### config.mk
export PLATFORM = sky130hd
export DESIGN_NAME = layer1_buffer_ctrl_flat
export DESIGN_NICKNAME = d
export VERILOG_FILES = /design/src/rtl/layer1_pkg.sv /design/src/rtl/layer1_buffer_ctrl_if.sv /design/src/rtl/l1_rd_resp_fifo.sv /design/src/rtl/layer1_buffer_ctrl.sv /design/src/flat_wrapper.sv
export SDC_FILE = /design/constraint.sdc
export NUM_CORES = 1
export LEC_CHECK = 0
export BUFFER_PORTS_ARGS = -buffer_cell sky130_fd_sc_hd__buf_4
export CORE_AREA = 2 2 271 273
export DETAILED_ROUTE_END_ITERATION = 8
export DIE_AREA = 0 0 273 275
export PLACE_DENSITY = 0.49
export SLEW_MARGIN = 20
export SYNTH_ARGS = -nofsm -noshare
export SYNTH_HDL_FRONTEND = slang
export SYNTH_SLANG_ARGS = --single-unit
### constraint.sdc
create_clock -name CK -period 30.1 [get_ports CK]
set_input_delay 6.02 -clock CK [delete_from_list [all_inputs] [get_ports CK]]
set_output_delay 6.02 -clock CK [all_outputs]
set_load 0.005 [all_outputs]
### src/rtl/layer1_pkg.sv
// Shared constants and types for the layer1 buffer controller.
// Pure declarations: no latency, no backpressure.
package layer1_pkg;
    localparam int L1_DEPTH      = 912;
    localparam int L1_AW         = 10;
    localparam int L1_DW         = 128;
    localparam int RD_FIFO_DEPTH = 3;

    typedef enum logic [1:0] {IDLE, FILL, DONE} l1_state_e;
endpackage

### src/rtl/layer1_buffer_ctrl_if.sv
// Write stream, read request and read response channels of the layer1 buffer.
// Valid/ready on every channel; the controller side uses the slave modport.
interface layer1_buffer_ctrl_if;
    import layer1_pkg::*;

    logic             wr_valid;
    logic             wr_ready;
    logic [L1_DW-1:0] wr_data;
    logic             rd_req_valid;
    logic             rd_req_ready;
    logic [L1_AW-1:0] rd_req_addr;
    logic             rd_data_valid;
    logic             rd_data_ready;
    logic [L1_DW-1:0] rd_data;
    logic             rd_data_err;

    modport master (
        output wr_valid, wr_data, rd_req_valid, rd_req_addr, rd_data_ready,
        input  wr_ready, rd_req_ready, rd_data_valid, rd_data, rd_data_err
    );

    modport slave (
        input  wr_valid, wr_data, rd_req_valid, rd_req_addr, rd_data_ready,
        output wr_ready, rd_req_ready, rd_data_valid, rd_data, rd_data_err
    );
endinterface

### src/rtl/l1_rd_resp_fifo.sv
// Small response FIFO with occupancy count; head visible combinationally, zero when empty.
// Push is dropped only when full without a same-cycle pop; push+pop when full is allowed.
module l1_rd_resp_fifo #(
    parameter int DEPTH = 3,
    parameter int W     = 129,
    parameter int CW    = $clog2(DEPTH + 1)
) (
    input  logic          clk,
    input  logic          rst_n,
    input  logic          push,
    input  logic [W-1:0]  push_dat,
    input  logic          pop,
    output logic          vld,
    output logic [W-1:0]  out_dat,
    output logic [CW-1:0] count
);
    localparam int PW = (DEPTH > 1) ? $clog2(DEPTH) : 1;

    logic [W-1:0]  mem [DEPTH];
    logic [PW-1:0] rptr, wptr;
    logic [CW-1:0] cnt;
    logic          do_push, do_pop;

    function automatic logic [PW-1:0] bump(input logic [PW-1:0] p);
        return (p == PW'(DEPTH - 1)) ? '0 : p + 1'b1;
    endfunction

    assign do_pop  = pop && (cnt != '0);
    assign do_push = push && ((cnt != CW'(DEPTH)) || do_pop);

    always_ff @(posedge clk or negedge rst_n) begin
        if (!rst_n) begin
            rptr <= '0;
            wptr <= '0;
            cnt  <= '0;
        end else begin
            if (do_push) wptr <= bump(wptr);
            if (do_pop)  rptr <= bump(rptr);
            cnt <= cnt + CW'(do_push) - CW'(do_pop);
        end
    end

    always_ff @(posedge clk) begin
        if (do_push) mem[wptr] <= push_dat;
    end

    assign vld     = (cnt != '0);
    assign out_dat = vld ? mem[rptr] : '0;
    assign count   = cnt;
endmodule

### src/rtl/layer1_buffer_ctrl.sv
// Fill/read arbiter for the layer1 dual-port SRAM: sequential writes on A, gated random reads on B.
// Reads return 2 cycles after acceptance; requests stall on unwritten words or when response credits run out.
module layer1_buffer_ctrl
    import layer1_pkg::*;
(
    input  logic                  CK,
    input  logic                  RSTN,
    input  logic                  layer_start,
    layer1_buffer_ctrl_if.slave   bus,
    output logic                  layer_done,
    output logic [L1_AW-1:0]      wr_count,
    output logic [L1_AW-1:0]      l1_A,
    output logic [L1_AW-1:0]      l1_B,
    output logic                  l1_WEAN,
    output logic                  l1_WEBN,
    output logic                  l1_OEA,
    output logic                  l1_OEB,
    output logic [L1_DW-1:0]      l1_DIA,
    output logic [L1_DW-1:0]      l1_DIB,
    input  logic [L1_DW-1:0]      l1_DOB
);
    localparam int CW = $clog2(RD_FIFO_DEPTH + 1);

    l1_state_e        state, state_nxt;
    logic             wr_fire, last_wr;
    logic             rd_in_range, addr_ok, credit_ok, rd_fire, rd_issue;
    logic             s1_vld, s1_err;
    logic [L1_AW-1:0] b_hold;
    logic [CW-1:0]    fifo_cnt;
    logic [CW:0]      occ;
    logic             fifo_pop;
    logic [L1_DW:0]   fifo_out;

    assign bus.wr_ready = (state == FILL);
    assign wr_fire      = bus.wr_valid && bus.wr_ready;
    assign last_wr      = wr_fire && (wr_count == L1_AW'(L1_DEPTH - 1));

    always_ff @(posedge CK or negedge RSTN) begin
        if (!RSTN) state <= IDLE;
        else       state <= state_nxt;
    end

    always_comb begin
        state_nxt = state;
        case (state)
            IDLE:    if (layer_start) state_nxt = FILL;
            FILL:    if (!layer_start && last_wr) state_nxt = DONE;
            DONE:    if (layer_start) state_nxt = FILL;
            default: state_nxt = IDLE;
        endcase
    end

    // A restart wins over a coincident write so the new fill always begins at word 0.
    always_ff @(posedge CK or negedge RSTN) begin
        if (!RSTN)            wr_count <= '0;
        else if (layer_start) wr_count <= '0;
        else if (wr_fire)     wr_count <= wr_count + 1'b1;
    end

    assign layer_done = (state == DONE);

    assign l1_A    = wr_fire ? wr_count : '0;
    assign l1_WEAN = !wr_fire;
    assign l1_DIA  = wr_fire ? bus.wr_data : '0;
    assign l1_OEA  = 1'b0;
    assign l1_WEBN = 1'b1;
    assign l1_DIB  = '0;

    // Credits count FIFO entries plus the read sitting in the SRAM stage, net of this cycle's pop.
    assign fifo_pop  = bus.rd_data_valid && bus.rd_data_ready;
    assign occ       = {1'b0, fifo_cnt} + (CW + 1)'(s1_vld) - (CW + 1)'(fifo_pop);
    assign credit_ok = occ < (CW + 1)'(RD_FIFO_DEPTH);

    assign rd_in_range      = bus.rd_req_addr < L1_AW'(L1_DEPTH);
    assign addr_ok          = !rd_in_range || (bus.rd_req_addr < wr_count) || (state == DONE);
    assign bus.rd_req_ready = (state != IDLE) && credit_ok && addr_ok;
    assign rd_fire          = bus.rd_req_valid && bus.rd_req_ready;
    assign rd_issue         = rd_fire && rd_in_range;

    assign l1_OEB = rd_issue;
    assign l1_B   = rd_issue ? bus.rd_req_addr : b_hold;

    always_ff @(posedge CK or negedge RSTN) begin
        if (!RSTN) begin
            b_hold <= '0;
            s1_vld <= 1'b0;
            s1_err <= 1'b0;
        end else begin
            b_hold <= l1_B;
            s1_vld <= rd_fire;
            s1_err <= rd_fire && !rd_in_range;
        end
    end

    l1_rd_resp_fifo #(
        .DEPTH (RD_FIFO_DEPTH),
        .W     (L1_DW + 1),
        .CW    (CW)
    ) u_resp_fifo (
        .clk      (CK),
        .rst_n    (RSTN),
        .push     (s1_vld),
        .push_dat ({s1_err, s1_err ? {L1_DW{1'b0}} : l1_DOB}),
        .pop      (fifo_pop),
        .vld      (bus.rd_data_valid),
        .out_dat  (fifo_out),
        .count    (fifo_cnt)
    );

    assign bus.rd_data_err = fifo_out[L1_DW];
    assign bus.rd_data     = fifo_out[L1_DW-1:0];
endmodule

### src/flat_wrapper.sv
// flat-port wrapper written by rule: the top's interface ports become plain ports
module layer1_buffer_ctrl_flat import layer1_pkg::*;
  (CK, RSTN, layer_start, layer_done, wr_count, l1_A, l1_B, l1_WEAN, l1_WEBN, l1_OEA, l1_OEB, l1_DIA, l1_DIB, l1_DOB, bus_wr_valid, bus_wr_data, bus_rd_req_valid, bus_rd_req_addr, bus_rd_data_ready, bus_wr_ready, bus_rd_req_ready, bus_rd_data_valid, bus_rd_data, bus_rd_data_err);
  layer1_buffer_ctrl_if bus_i ();
  input  logic CK;
  input  logic RSTN;
  input  logic layer_start;
  output logic layer_done;
  output logic [L1_AW-1:0] wr_count;
  output logic [L1_AW-1:0] l1_A;
  output logic [L1_AW-1:0] l1_B;
  output logic l1_WEAN;
  output logic l1_WEBN;
  output logic l1_OEA;
  output logic l1_OEB;
  output logic [L1_DW-1:0] l1_DIA;
  output logic [L1_DW-1:0] l1_DIB;
  input  logic [L1_DW-1:0] l1_DOB;
  input wire logic [$bits(bus_i.wr_valid)-1:0] bus_wr_valid;
  input wire logic [$bits(bus_i.wr_data)-1:0] bus_wr_data;
  input wire logic [$bits(bus_i.rd_req_valid)-1:0] bus_rd_req_valid;
  input wire logic [$bits(bus_i.rd_req_addr)-1:0] bus_rd_req_addr;
  input wire logic [$bits(bus_i.rd_data_ready)-1:0] bus_rd_data_ready;
  output wire logic [$bits(bus_i.wr_ready)-1:0] bus_wr_ready;
  output wire logic [$bits(bus_i.rd_req_ready)-1:0] bus_rd_req_ready;
  output wire logic [$bits(bus_i.rd_data_valid)-1:0] bus_rd_data_valid;
  output wire logic [$bits(bus_i.rd_data)-1:0] bus_rd_data;
  output wire logic [$bits(bus_i.rd_data_err)-1:0] bus_rd_data_err;
  assign bus_i.wr_valid = bus_wr_valid;
  assign bus_i.wr_data = bus_wr_data;
  assign bus_i.rd_req_valid = bus_rd_req_valid;
  assign bus_i.rd_req_addr = bus_rd_req_addr;
  assign bus_i.rd_data_ready = bus_rd_data_ready;
  assign bus_wr_ready = bus_i.wr_ready;
  assign bus_rd_req_ready = bus_i.rd_req_ready;
  assign bus_rd_data_valid = bus_i.rd_data_valid;
  assign bus_rd_data = bus_i.rd_data;
  assign bus_rd_data_err = bus_i.rd_data_err;
  layer1_buffer_ctrl u_core (.CK(CK), .RSTN(RSTN), .layer_start(layer_start), .bus(bus_i), .layer_done(layer_done), .wr_count(wr_count), .l1_A(l1_A), .l1_B(l1_B), .l1_WEAN(l1_WEAN), .l1_WEBN(l1_WEBN), .l1_OEA(l1_OEA), .l1_OEB(l1_OEB), .l1_DIA(l1_DIA), .l1_DIB(l1_DIB), .l1_DOB(l1_DOB));
endmodule
==> qor.yml, run 1 <==
drtIter0Drc: 513
clock_latency_ns: 0.59
die_area_um2: 75100
critPathLaunchType: "input pin"
ys_seq_area_frac: 0.644
die_w_um: 273
dpl.hpwl_um: 43600
cts_resized: 0
drc: 0
synth_edf_count: 387
wl_um: 61500
seqCellArea_um2: 12400
finalInstanceArea_um2: 25400
yosys_warnings: 0
holdBufCountCts: 0
grt_pass1_vias: 13133
clock_power_share: 0.275
use_met3: 0.0284
max-slew-margin-rel: 0.258
place_inst: 3001
p_switching_uw: 665
end_kind: "primary output"
cts_tree: "yes"
power_leakage_nw: 10.5
most-common-layout-cells: "buf_4 (581), edfxtp_1 (387), nor2_1 (282)"
port_buffers: 564
hold_ws_ns: 0.498
finalPower_mw: 2.01
core.rowCount: 99
wire_per_inst_um: 19.9
io-pin-count: 695
finalSetupViolCount: 0
grt_util_met2: 0.307
nNetsFinal: 2378
grt_remaining_overflow: 0
htreeDepth: 2
cts_buffers: 47
grt_pass1_wl_um: 86800
viasPerCell: 4.26
critPathMaxStageDelay_ns: 0.64
finish.utilization: 0.352
grt-busiest-layer: "met2"
period_needed_ns: 15.19
yosys.area.top_type: "edfxtp_1"
async_flop_share: 0.0719
dr_total_vias: 13179
rsz0062_at_grt: "no"
area_growth_pct: 32.5
antenna_left: 0
cts_root_buf: "clkbuf_16"
post_synth_inst_count: 1552
slowest_stage: "nand4_1"
gp_congestion: 0.922
crit_path_frequent_cell: "inv_1"
placed_cell_area_um2: 23900
synth_seq_cells: 417
crit_chain: "buf_4 -> nand2_1 -> inv_1 -> ha_1 -> inv_1 -> ha_1 -> inv_1 -> fa_1 -> xnor2_1 -> o2111ai_1 -> a21oi_1 -> nand4_1 -> mux2_4 -> buf_4"
hp-class: "register to register"
worst_pin_slew_ns: 1.11
clock.fmax_mhz: 65.8
outcome: "finished clean"
power_density_nw_per_um2: 78.9
final_common_cell: "buf_4"
ys.flop_type: "edfxtp_1"
die_y_um: 275
combPwrFrac: 0.356
cts_buffer_depth: 3
hold_violations: 0
required_ns: 24.08
crit_fanout: 11
coreArea_um2: 72300
gr-usage-met1: 0.167
syn-mean-instance-area_um2: 12.4
ir_worst_vdd_mv: 0.0495
fin_crit_sh: 0.505
grt_start_max_net_pins: 97
cap_violations: 0
grt_usage: 0.156
cp.arrival_ns: 9.17
final.fill_count: 7283
multi_input_area_um2: 5910
seqPwrFrac: 0.369
syn_area_um2: 19200
antenna_found_initial: 12
fin_cells: 3092
finalClockSkew_ns: 0.0169
path_class: "input pin to primary output"
p_sw_frac: 0.331
layout_setup_ws_ns: 14.91
cts_setup_buffers: 0
p_int_mw: 1.34
synth_top_area_share: 0.605
path_clk_slew_ns: 0.06
drv_slew: 0
cts.sinks: 417
ys_types: 47
drive_above_1_share: 0.314
synth.area.top_cells: "edfxtp_1 (61%), mux2i_1 (6.8%), nor2_1 (5.5%), buf_4 (5.1%), and2_1 (4.2%)"
drt-pass1-iter-count: 4
dp_slack_ns: 14.92
tns_ns: 0
initial_core_util: 0.265
==> cell type report <==
class                   count  share of cell area
well taps                 959              0.0472
inverters                  21             0.00310
repair buffers            581               0.171
clock inverters            30              0.0110
flip-flops and latches    417               0.487
diodes                      5            0.000492
clock buffers              56              0.0476
multi-input cells        1023               0.232
==> synthesized netlist by cell type (2+ instances only) <==
| master | count |
|---|---|
| a21o_1 | 3 |
| a21oi_1 | 134 |
| and2_1 | 129 |
| buf_1 | 2 |
| buf_2 | 14 |
| buf_4 | 130 |
| buf_6 | 2 |
| clkbuf_1 | 71 |
| conb_1 | 2 |
| dfrtp_1 | 30 |
| edfxtp_1 | 387 |
| ha_1 | 14 |
| inv_1 | 20 |
| mux2_2 | 2 |
| mux2_4 | 8 |
| mux2i_1 | 130 |
| nand2_1 | 14 |
| nand2b_1 | 2 |
| nand3_1 | 5 |
| nand4_1 | 2 |
| nor2_1 | 283 |
| nor2b_1 | 129 |
| nor3_1 | 3 |
| nor3b_1 | 2 |
| nor4_1 | 2 |
| o21ai_0 | 3 |
| xnor2_1 | 9 |
==> sequential cells by signal, summed over array words and instances (netlist names) <==
signal	cells
u_core.u_resp_fifo.wptr	2
u_core.wr_count	10
u_core.b_hold	10
u_core.u_resp_fifo.mem	387
u_core.s1_err	1
u_core.s1_vld	1
u_core.state	2
u_core.u_resp_fifo.count	2
u_core.u_resp_fifo.rptr	2
==> metal layers <==
metal / share of wire / wire [um]
met1: 0.37 / 22700
met2: 0.55 / 34000
met3: 0.051 / 3150
met4: 0.027 / 1690
met5: 0 / 0
==> power by group through the flow <==
stage | clock network, mW | logic [mW] | registers, mW
3_3_place_gp | 0 | 0.732 | 0.753
6_report | 0.553 | 0.714 | 0.741
5_1_grt | 0.592 | 0.790 | 0.748
2_1_floorplan | 0 | 0.397 | 0.734
4_1_cts | 0.571 | 0.737 | 0.743
3_5_place_dp | 0 | 0.735 | 0.755
==> worst max-delay path: cells and delay by family <==
| kind | cells | cell delay, ns |
|---|---|---|
| multiplexers | 1 | 0.55 |
| adder cells (fa/ha/maj) | 3 | 0.80 |
| AO/OA/AOI/OAI | 2 | 0.39 |
| AND/OR/NAND/NOR | 2 | 0.77 |
| XOR/XNOR | 1 | 0.21 |
| buffers and inverters | 5 | 0.42 |
==> final timing paths <==
path                       cells after the start                                      to                                  start  slack (ns)
max in group asynchronous                      1  u_core.u_resp_fifo.rptr[1]$_DFFE_PN0P_                                   RSTN       24.35
hold reg to reg                                1              u_core.b_hold[1]$_DFF_PN0_             u_core.b_hold[1]$_DFF_PN0_        0.50
min in group asynchronous                      1              u_core.b_hold[7]$_DFF_PN0_                                   RSTN        5.37
setup / recovery                              14                                 l1_B[1]                      bus_rd_data_ready       14.91
hold / removal                                 1              u_core.b_hold[1]$_DFF_PN0_             u_core.b_hold[1]$_DFF_PN0_        0.50
setup reg to reg                              15              u_core.b_hold[3]$_DFF_PN0_  u_core.u_resp_fifo.count[1]$_DFF_PN0_       25.83
==> cell families after synthesis <==
group / Yosys count / synth area share
and+or+nand+nor: 580 / 0.151
DFF: 417 / 0.644
buffers and inverters: 240 / 0.0740
AOI/OAI and AO/OA: 148 / 0.0401
muxes: 140 / 0.0752
adders and majority gates: 15 / 0.0102
xor gates and xnor gates: 10 / 0.00456
other: 2 / 0.000391
(Power assumes the default switching activity.)
==> run 2, diff against run 1 <==
clock period = 15.4 ns   (was 30.1 ns; I/O delays follow)
==> run 2 against run 1 <==
Compared with the run above: global-route usage increased by 0.068 points; clock skew up 0.0059 ns; combinational power up 96%; worst hold slack gained 0.00079 ns; critical path depth did not move; count of clock-buffer cells in the layout rose by 2; first-iteration DRC count up 16%; wire length is 0.50% higher; register-to-register slack got worse by 15 ns; clock power grew 93%; die area unchanged; critical path type unchanged; highest routed layer is now met5.
==> qor.yml, run 2 (synthesized netlist as in run 1, its figures left out) <==
io-pin-count: 695  # unchanged
critPathLaunchType: "input pin"  # unchanged
cts.sinks: 417  # unchanged
cp.buffers_inverters: 5  # unchanged
port_buffers: 564  # unchanged
rsz0062_at_grt: "no"  # unchanged
finalPower_mw: 3.92  # was 2.01 mW
area_growth_pct: 32.5  # about the same
drtIter0Drc: 595  # was 513
crit_path_frequent_cell: "inv_1"  # unchanged
clock.fmax_mhz: 107
final_common_cell: "buf_4"  # unchanged
largest-register: "u_core.u_resp_fifo.mem"  # unchanged
largest_reg_flops: 387  # unchanged
drt-pass1-iter-count: 5  # was 4
fin_crit_sh: 0.608
dr_total_vias: 13234  # was 13179
ir_worst_vdd_mv: 0.0976  # was 0.0495 mV
grt_pass1_wl_um: 87100  # was 86800 um
cp_top_family: "adder cells"  # unchanged
critPathMaxStageDelay_ns: 0.65  # was 0.64 ns
final.fill_count: 7255  # was 7283
grt_usage: 0.157  # was 0.156
tns_ns: 0  # unchanged
power_density_nw_per_um2: 154  # was 78.9 nW/um^2
wl_um: 61800  # was 61500 um
cts_buffer_depth: 3  # unchanged
hold_ws_ns: 0.499  # was 0.498 ns
power_leakage_nw: 10.5  # about the same
dpl.hpwl_um: 43700  # was 43600 um
cts_root_buf: "clkbuf_16"  # unchanged
grt_start_max_net_pins: 97  # unchanged
coreArea_um2: 72300  # unchanged
required_ns: 12.32  # was 24.08 ns
max-slew-margin-rel: 0.257  # was 0.258
grt_remaining_overflow: 0  # unchanged
cts_setup_buffers: 0  # unchanged
drc: 0  # unchanged
reg_top3: "u_core.u_resp_fifo.mem (387), u_core.b_hold (10), u_core.wr_count (10)"  # unchanged
cap_violations: 0  # unchanged
path_clk_slew_ns: 0.06  # about the same
grt_pass1_vias: 13319  # was 13133
crit_chain: "buf_4 -> nand2_1 -> inv_1 -> ha_1 -> inv_1 -> ha_1 -> inv_1 -> fa_1 -> nand2b_1 -> o2111ai_1 -> a21oi_1 -> nand4_1 -> mux2_2 -> buf_4"  # was buf_4 -> nand2_1 -> inv_1 -> ha_1 -> inv_1 -> ha_1 -> inv_1 -> fa_1 -> xnor2_1 -> o2111ai_1 -> a21oi_1 -> nand4_1 -> mux2_4 -> buf_4
die_y_um: 275  # unchanged
antenna_found_initial: 13  # was 12
holdBufCountCts: 0  # unchanged
path_class: "input pin to primary output"  # unchanged
finalClockSkew_ns: 0.0228  # was 0.0169 ns
outcome: "finished clean"  # unchanged
nNetsFinal: 2379  # was 2378
htreeDepth: 2  # unchanged
wire_per_inst_um: 20.0  # was 19.9 um
hold_violations: 0  # unchanged
drive_above_1_share: 0.317  # was 0.314
die_area_um2: 75100  # unchanged
end_kind: "primary output"  # unchanged
viasPerCell: 4.28  # was 4.26
most-common-layout-cells: "buf_4 (581), edfxtp_1 (387), nor2_1 (282)"  # unchanged
core.rowCount: 99  # unchanged
cts_resized: 0  # unchanged
initial_core_util: 0.265  # unchanged
die_w_um: 273  # unchanged
slowest_stage: "nand4_1"  # unchanged
gp_congestion: 0.921  # was 0.922
cp.arrival_ns: 6.28  # was 9.17 ns
antenna_left: 0  # unchanged
finalSetupViolCount: 0  # unchanged
clock_latency_ns: 0.59  # about the same
crit_fanout: 11  # unchanged
period_needed_ns: 9.36
drv_slew: 0  # unchanged
hp-class: "register to register"  # unchanged
cts_tree: "yes"  # unchanged
worst_pin_slew_ns: 1.11  # about the same
cts_buffers: 48  # was 47
run 2: final cells by class:
cell class	instances	area, um^2	share of cell area
antenna	4	10.0	0.000393
clock buffer	58	1250	0.0491
clock inverter	32	254	0.00998
inverter	21	78.8	0.00310
multi-input combinational	1023	5910	0.232
sequential	417	12400	0.487
tap	959	1200	0.0471
timing repair buffer	581	4360	0.171
run 2: path summary, 6_finish.rpt:
| check | slack, ns | end | from | cells past startpoint |
|---|---|---|---|---|
| max | 6.04 | l1_B[0] | bus_rd_data_ready | 14 |
| min | 0.50 | u_core.b_hold[7]$_DFF_PN0_ | u_core.b_hold[7]$_DFF_PN0_ | 1 |
| max reg2reg | 11.06 | u_core.b_hold[2]$_DFF_PN0_ | u_core.u_resp_fifo.count[1]$_DFF_PN0_ | 15 |
| min reg2reg | 0.50 | u_core.b_hold[7]$_DFF_PN0_ | u_core.b_hold[7]$_DFF_PN0_ | 1 |
| max in group asynchronous | 12.62 | u_core.u_resp_fifo.rptr[0]$_DFFE_PN0P_ | RSTN | 1 |
| min in group asynchronous | 2.43 | u_core.b_hold[2]$_DFF_PN0_ | RSTN | 1 |
run 2: routing by layer:
metal	vias to the layer above	routed length (um)	track usage
met5	-	10	0
li1	6182	-	-
met1	6448	22400	0.165
met2	518	34300	0.308
met4	2	1750	0.0544
met3	84	3400	0.0305
run 2: stage by stage:
step	cells	utilization	setup slack [ns]	cell area [um^2]
2_1_floorplan	1680	-	1.89	19700
3_3_place_gp	3001	0.331	6.16	23900
3_5_place_dp	3001	0.331	6.09	23900
4_1_cts	3091	0.352	6.07	25400
5_1_grt	3095	0.352	5.84	25500
6_report	3095	0.352	6.04	25500
run 2: power breakdown:
| group | total, mW | leakage (nW) | switching (mW) | internal, mW |
|---|---|---|---|---|
| registers | 1.45 | 3.87 | 0.0855 | 1.36 |
| logic | 1.40 | 5.91 | 0.753 | 0.645 |
| clock network | 1.07 | 0.739 | 0.472 | 0.602 |
==> run 3, diff against run 2 <==
clock period = 9.26 ns   (was 15.4 ns; I/O delays follow)
==> run 3 against run 2 <==
Compared with the run above: worst hold slack lost 0.0036 ns; final cell count shrank 0.13%; combinational power grew 68%; sequential cell count is the same; sequential power grew 68%; count of clock-buffer cells in the layout shrank 8; sequential share of layout area shrank 0.31 points; setup slack lost 3.8 ns; first-iteration DRC count grew 8.9%; total power grew 70%; highest routed layer is now met4.
==> qor.yml, run 3 (synthesized netlist as in run 1, its figures left out) <==
core.rowCount: 99  # unchanged
die_area_um2: 75100  # unchanged
grt_remaining_overflow: 0  # unchanged
clock_latency_ns: 0.60  # was 0.59 ns
viasPerCell: 4.29  # was 4.28
area_growth_pct: 33.4  # was 32.5%
port_buffers: 564  # unchanged
reg2reg_from: "u_core.u_resp_fifo.count[1]$_DFF_PN0_"  # unchanged
placed_cell_area_um2: 24000  # was 23900 um^2
hp-class: "register to register"  # unchanged
antenna_found_initial: 15  # was 13
crit_chain: "buf_4 -> nand2_1 -> inv_1 -> ha_1 -> inv_1 -> ha_1 -> inv_1 -> fa_1 -> nand2b_1 -> o2111ai_1 -> a21oi_1 -> nand4_1 -> mux2_2 -> buf_4"  # unchanged
slowest_stage: "nand4_1"  # unchanged
cts_root_buf: "clkbuf_16"  # unchanged
holdBufCountCts: 0  # unchanged
most-common-layout-cells: "buf_4 (571), edfxtp_1 (387), nor2_1 (282)"  # was buf_4 (581), edfxtp_1 (387), nor2_1 (282)
grt_pass1_vias: 13175  # was 13319
wire_per_inst_um: 21.3  # was 20.0 um
largest_reg_flops: 387  # unchanged
cts_buffers: 48  # unchanged
drt-pass1-iter-count: 4  # was 5
io-pin-count: 695  # unchanged
crit_path_frequent_cell: "inv_1"  # unchanged
reg_top3: "u_core.u_resp_fifo.mem (387), u_core.b_hold (10), u_core.wr_count (10)"  # unchanged
drive_above_1_share: 0.316  # was 0.317
clock.fmax_mhz: 143
cp-startpoint: "bus_rd_data_ready"  # unchanged
grt_pass1_wl_um: 91300  # was 87100 um
cts.sinks: 417  # unchanged
min-delay-start: "u_core.b_hold[2]$_DFF_PN0_"  # was u_core.b_hold[7]$_DFF_PN0_
antenna_left: 0  # unchanged
gp_congestion: 0.881  # was 0.921
critPathLaunchType: "input pin"  # unchanged
period_needed_ns: 7.01
max-slew-margin-rel: 0.314  # was 0.257
finalSetupViolCount: 0  # unchanged
required_ns: 7.41  # was 12.32 ns
tns_ns: 0  # unchanged
cp.arrival_ns: 5.16  # was 6.28 ns
hold_violations: 0  # unchanged
initial_core_util: 0.265  # unchanged
power_density_nw_per_um2: 261  # was 154 nW/um^2
drtIter0Drc: 648  # was 595
drc: 0  # unchanged
drv_slew: 0  # unchanged
final.fill_count: 7260  # was 7255
outcome: "finished clean"  # unchanged
dpl.hpwl_um: 46500  # was 43700 um
cts_tree: "yes"  # unchanged
path_class: "input pin to primary output"  # unchanged
power_leakage_nw: 10.5  # about the same
cts_buffer_depth: 3  # unchanged
ir_worst_vdd_mv: 0.156  # was 0.0976 mV
cap_violations: 0  # unchanged
nNetsFinal: 2374  # was 2379
cts_setup_buffers: 0  # unchanged
finalClockSkew_ns: 0.0205  # was 0.0228 ns
crit_fanout: 11  # unchanged
worst_pin_slew_ns: 1.03  # was 1.11 ns
rsz0062_at_grt: "no"  # unchanged
wl_um: 65900  # was 61800 um
path_clk_slew_ns: 0.06  # about the same
grt_usage: 0.168  # was 0.157
final_common_cell: "buf_4"  # unchanged
dr_total_vias: 13267  # was 13234
die_w_um: 273  # unchanged
grt_start_max_net_pins: 137  # was 97
end_kind: "primary output"  # unchanged
fin_crit_sh: 0.757
cts_resized: 0  # unchanged
htreeDepth: 2  # unchanged
critPathMaxStageDelay_ns: 0.72  # was 0.65 ns
largest-register: "u_core.u_resp_fifo.mem"  # unchanged
coreArea_um2: 72300  # unchanged
finalInstanceArea_um2: 25600  # was 25500 um^2
die_y_um: 275  # unchanged
## run 3: power breakdown
| part | internal [mW] | switching [mW] | leakage (nW) |
|---|---|---|---|
| Sequential | 2.27 | 0.165 | 3.87 |
| Combinational | 1.09 | 1.26 | 5.90 |
| Clock | 1.12 | 0.778 | 0.773 |
| Total | 4.48 | 2.20 | 10.5 |
## run 3: final cells by class
| cell class | count | area [um^2] | area share |
|---|---|---|---|
| Inverter | 21 | 78.8 | 0.00308 |
| Timing Repair Buffer | 576 | 4390 | 0.172 |
| Clock inverter | 37 | 398 | 0.0155 |
| Sequential cell | 417 | 12400 | 0.483 |
| Multi-Input combinational cell | 1023 | 5930 | 0.232 |
| Clock buffer | 50 | 1210 | 0.0472 |
| Tap cell | 959 | 1200 | 0.0468 |
| Antenna cell | 8 | 20.0 | 0.000782 |
## run 3: critical path, delay by kind of cell
family / cells / cell delay (ns)
buf+inv: 5 / 0.45
simple gates: 3 / 0.98
fa+ha+maj: 3 / 0.89
mux: 1 / 0.58
compound gates: 2 / 0.38
## run 3: metal layers
metal	global-route usage	routed length (um)	share of wire
met1	0.173	23300	0.35
met2	0.330	36600	0.56
met3	0.0284	3300	0.050
met4	0.0761	2680	0.041
met5	0	0	0
## run 3: final timing paths
path                                                     endpoint  slack [ns]  cells after the start
setup / recovery                                          l1_B[0]        2.25                     14
hold / removal                         u_core.b_hold[2]$_DFF_PN0_        0.50                      1
setup reg to reg                       u_core.b_hold[5]$_DFF_PN0_        4.84                     15
hold reg to reg                        u_core.b_hold[2]$_DFF_PN0_        0.50                      1
max in group asynchronous  u_core.u_resp_fifo.rptr[0]$_DFFE_PN0P_        7.68                      1
min in group asynchronous              u_core.b_hold[3]$_DFF_PN0_        1.21                      1
## run 3: metrics by stage
step	hold WS [ns]	std cells	setup WS (ns)	utilization	total power, mW
2_1_floorplan	0.476	1680	1.48	-	3.65
3_3_place_gp	0.485	2995	2.34	0.331	4.86
3_5_place_dp	0.480	2995	2.32	0.331	4.87
4_1_cts	0.496	3082	2.31	0.353	6.80
5_1_grt	0.500	3086	2.04	0.354	7.08
6_report	0.496	3091	2.25	0.354	6.68
